File: src/rtl/logic8_serial.sv
// logic8_serial: bit-serial bitwise logic unit (AND/OR/XOR/NAND).
// Operands are captured on start, evaluated one bit per clock LSB first,
// and the reassembled word is offered to the consumer with a valid/ready
// handshake.
//
// Handshake: the result is transferred at a rising edge where C_valid and
// C_ready are both high; C_valid stays high and C/Z stay stable until then.
module logic8_serial #(
   parameter int WIDTH = 8,
   parameter int CNT_W = 5
) (
   input  logic             clk,
   input  logic             rst_n,
   input  logic             start,
   input  logic [1:0]       op,
   input  logic [WIDTH-1:0] A,
   input  logic [WIDTH-1:0] B,
   output logic             busy,
   output logic [WIDTH-1:0] C,
   output logic             Z,
   output logic             C_valid,
   input  logic             C_ready
);

   typedef enum logic [1:0] {
      IDLE = 2'd0,
      RUN  = 2'd1,
      DONE = 2'd2
   } state_t;

   state_t           state;
   state_t           state_nxt;
   logic [WIDTH-1:0] a_sh;
   logic [WIDTH-1:0] b_sh;
   logic [WIDTH-1:0] r_sh;
   logic [CNT_W-1:0] cnt;
   logic [1:0]       op_q;
   logic             bit_res;
   logic [WIDTH-1:0] r_nxt;
   logic             last_bit;

   // Result bit for the current LSB pair, selected by the captured opcode.
   always_comb begin
      bit_res = 1'b0;
      case (op_q)
         2'b00:   bit_res = a_sh[0] & b_sh[0];
         2'b01:   bit_res = a_sh[0] | b_sh[0];
         2'b10:   bit_res = a_sh[0] ^ b_sh[0];
         default: bit_res = ~(a_sh[0] & b_sh[0]);
      endcase
   end

   // The new bit enters at the MSB, so after WIDTH shifts the LSB-first
   // stream sits in its natural bit positions.
   assign r_nxt    = {bit_res, r_sh[WIDTH-1:1]};
   assign last_bit = (cnt == CNT_W'(WIDTH - 1));

   // Next-state logic for the IDLE -> RUN -> DONE sequence.
   always_comb begin
      state_nxt = state;
      case (state)
         IDLE:    if (start) state_nxt = RUN;
         RUN:     if (last_bit) state_nxt = DONE;
         DONE:    if (C_ready) state_nxt = IDLE;
         default: state_nxt = IDLE;
      endcase
   end

   // State register.
   always_ff @(posedge clk or negedge rst_n) begin
      if (!rst_n) state <= IDLE;
      else        state <= state_nxt;
   end

   // Operand capture, serial evaluation and result publication.
   always_ff @(posedge clk or negedge rst_n) begin
      if (!rst_n) begin
         a_sh <= '0;
         b_sh <= '0;
         r_sh <= '0;
         cnt  <= '0;
         op_q <= 2'b00;
         C    <= '0;
         Z    <= 1'b1;
      end else begin
         case (state)
            IDLE: begin
               if (start) begin
                  a_sh <= A;
                  b_sh <= B;
                  op_q <= op;
                  r_sh <= '0;
                  cnt  <= '0;
               end
            end
            RUN: begin
               a_sh <= a_sh >> 1;
               b_sh <= b_sh >> 1;
               r_sh <= r_nxt;
               cnt  <= cnt + CNT_W'(1);
               // C is only written once the full word is assembled.
               if (last_bit) begin
                  C <= r_nxt;
                  Z <= (r_nxt == '0);
               end
            end
            default: ;
         endcase
      end
   end

   // Status outputs decode straight from the state register.
   assign busy    = (state != IDLE);
   assign C_valid = (state == DONE);

endmodule

File: config.mk
export PLATFORM = sky130hd
export DESIGN_NAME = logic8_serial
export DESIGN_NICKNAME = d
export VERILOG_FILES = /design/src/rtl/logic8_serial.sv
export SDC_FILE = /design/constraint.sdc
export NUM_CORES = 1
export LEC_CHECK = 0
export BUFFER_PORTS_ARGS = -buffer_cell sky130_fd_sc_hd__buf_2
export CORE_MARGIN = 4
export CORE_UTILIZATION = 30
export CTS_BUF_LIST = sky130_fd_sc_hd__clkbuf_8
export DETAILED_ROUTE_END_ITERATION = 7
export HOLD_SLACK_MARGIN = 0.02
export SYNTH_ARGS = -nofsm -noshare
export SYNTH_HDL_FRONTEND = slang
export SYNTH_SLANG_ARGS = --single-unit
File: constraint.sdc
create_clock -name clk -period 1.81 [get_ports clk]
set_input_delay 0 -clock clk [delete_from_list [all_inputs] [get_ports clk]]
set_output_delay 0 -clock clk [all_outputs]
set_load 0.01 [all_outputs]
==> reports/qor.csv <==
stage;metric;value;unit
clocking;cts_tree;built;
floorplanning;die_y;88.1;um
critical_path;cp_data_arrival_time;1.73;ns
floorplanning;core;0.00606;mm^2
floorplanning;ios;33;
placement;io_buffer_count;32;
sta;hold_viol_final;0;
logic_synthesis;async_flop_share;100;%
sta;maxSlewViolCount;0;
critical_path;cpPeakStageDelay;0.53;ns
sta;max_slew_margin;54.4;%
final_layout;fill_cells;600;
drt;drc_errors;0;
final_layout;multi_input_area;811;um^2
clocking;cts_setup_buffers;0;
logic_synthesis;ys.warnings.count;0;
drt;final_antenna_net_count;0;
logic_synthesis;syn_area_per_cell;10.5;um^2
sta;timing.final.crit_period;1.56;ns
placement;dpl_cell_area;0.00214;mm^2
drt;wl_per_cell;12.6;um
placement;hpwl;2720;um
power;p_leak;1.23;nW
final_layout;syn_to_final_growth;26.2;%
critical_path;crit_type;reg2reg;
power;netSwitchingFraction;36.9;%
sta;worst_pin_slew;0.684;ns
sta;max_freq;640;MHz
clocking;clock-root-buffer;clkbuf_8;
final_layout;fin_area;0.00243;mm^2
critical_path;cp_max_fo;5;
clocking;ctsLongestPathBuffers;2;
hold_path;hold_path_class;in2async;
critical_path;crit_chain;ha_1 > or4bb_1 > o21ai_0 > o31ai_1;
grt;gr-usage-all-layers;11.6;%
placement;routabilityCongestion;0.690;
job;cap_violations;0;
drt;drt_iter0_drc;60;
drt;vias;1469;
power;ir_drop;0.000674;V
power;pwr-share-clk;17.0;%
clocking;clk_pin_slew_worst_paths;0.08;ns
logic_synthesis;seq_area_frac_synth;53.3;%
logic_synthesis;synth_cell_types;37;
final_layout;drive_above_1_share;24.1;%
sta;post-route-period-util;86.3;%
final_layout;antenna_cells;0;
grt;grt_pass1_vias;1509;
logic_synthesis;postSynthCellCount;183;
status;status;complete, no violations;
critical_path;required;1.98;ns
power;p_switching;0.00130;W
logic_synthesis;synth_edf_count;0;
logic_synthesis;syn-num-nets;208;
final_layout;seq_area;0.00103;mm^2
final_layout;final_cells;312;
grt;grt_max_degree;27;
placement;dp.cells;285;
power;power;0.00351;W
clocking;cts_max_level;2;
grt;grt_overflow;0;
critical_path;critPathLaunchType;flip-flop;
final_layout;mostFrequentLayoutCells;nand2_1 (53), dfrtp_1 (40), buf_2 (32), dlygate4sd3_1 (20), a22oi_1 (12);
power;p_int;0.00222;W
power;p_seq_share;45.0;%
critical_path;r2r_cells;4;
logic_synthesis;synth_seq_cells;41;
drt;wl;3940;um
floorplanning;row_count;28;
floorplanning;start_util;31.8;%
drt;routed_via_density;4.71;
critical_path;cp_slowest_cell;or4bb_1;
drt;dr.pass1.iters;4;
sta;whs;0.188;ns
sta;setup_viol;0;
final_layout;nets;262;
grt;grt_pass1_wl;6950;um
sta;tns;0;ns
clocking;clock_sinks;41;
final_layout;final_common_cell;nand2_1;
sta;skew;0.00681;ns
critical_path;end_kind;flip-flop;
clocking;cts_buffers;5;
logic_synthesis;synth_flop_cell;dfrtp_1;
clocking;clkLatencyLatePin;0.29;ns
floorplanning;die_area;0.00777;mm^2
grt;antenna_found_initial;0;
power;p_per_area;1440;mW/mm^2
logic_synthesis;mappedNetlistArea;0.00193;mm^2
sta;rsz0062_at_grt;no;
floorplanning;die_x;88.1;um
power;pwr-share-comb;38.0;%
-- layer usage --
metal | part of all wire (%) | routed length (um) | GRT usage, % | up-vias
met5 | 0 | 0 | 0 | -
met4 | 1.7 | 65 | 4.95 | 0
met3 | 5.7 | 225 | 3.39 | 8
met2 | 45 | 1780 | 18.8 | 36
met1 | 47 | 1860 | 14.4 | 683
li1 | - | - | - | 742
-- sequential cells by signal (all words and copies together), names as in the netlist --
name   cells
op_q       2
C          8
r_sh       7
a_sh       8
cnt        5
b_sh       8
state      2
Z          1
-- final timing paths --
path                                        to  slack, ns                 from
max                           C[7]$_DFFE_PN0P_       0.25   cnt[0]$_DFFE_PN0P_
min                        r_sh[1]$_DFFE_PN0P_       0.19                rst_n
max reg2reg                   C[7]$_DFFE_PN0P_       0.25   cnt[0]$_DFFE_PN0P_
min reg2reg                b_sh[6]$_DFFE_PN0P_       0.48  b_sh[6]$_DFFE_PN0P_
max in group asynchronous   cnt[1]$_DFFE_PN0P_       1.07                rst_n
min in group clk           a_sh[0]$_DFFE_PN0P_       0.19                start
-- layout make-up --
class	instances	share of cell area [%]
Sequential cell	41	42.2
Multi-Input combinational cell	130	33.3
Timing Repair Buffer	56	16.6
Tap cell	75	3.86
Clock buffer	6	3.40
Inverter	3	0.463
Clock inverter	1	0.154
-- metrics by stage --
stage,setup slack (ns),utilization (%)
after floorplan,0.377,-
after global placement,0.165,35.3
after detailed placement,0.165,35.3
after CTS,0.134,40.1
after global routing,0.122,40.1
final,0.248,40.1
-- synth_stat cells, types with 2 or more instances --
library cell,count,area (um^2)
nand2_1,53,199
dfrtp_1,40,1000
a22oi_1,12,90.1
nand3_1,9,45.0
mux2_4,7,105
o21ai_0,6,30.0
nand2b_1,4,25.0
nor3_1,4,20.0
o31ai_1,4,30.0
buf_4,3,22.5
buf_6,3,33.8
ha_1,3,37.5
inv_1,3,11.3
nand4_1,3,18.8
nor2b_1,3,18.8
buf_2,2,10.0
mux2i_1,2,20.0
nor2_1,2,7.51
o22ai_1,2,12.5
-- repair_timing --
| action | CTS | global route |
|---|---|---|
| hold buffers | 20 | 0 |
| gates resized for setup | 0 | 1 |
| endpoints found under the setup margin | 0 | 1 |
| hold endpoints to repair | 38 | 0 |
-- power groups by stage --
stage | sequential (W) | combinational [W] | clock (W)
after global routing | 0.00165 | 0.00152 | 0.000664
after floorplan | 0.00156 | 0.00102 | 0
after CTS | 0.00158 | 0.00135 | 0.000619
after global placement | 0.00159 | 0.00129 | 0
after detailed placement | 0.00160 | 0.00132 | 0
final | 0.00158 | 0.00133 | 0.000598
-- critical path: cells and delay by family, from the launching register on --
family	cells	cell delay, ns
adders and majority gates	1	0.25
AOI/OAI and AO/OA	2	0.27
and+or+nand+nor	1	0.53
DFF	1	0.40
-- cell families after synthesis --
logic type	Yosys count	synth area share, %
fa+ha+maj	3	1.95
simple gates	89	23.1
buf+inv	12	4.80
compound gates	29	10.3
mux	9	6.49
flops	41	53.3
Note: power is estimated with default switching activity, not from simulation.
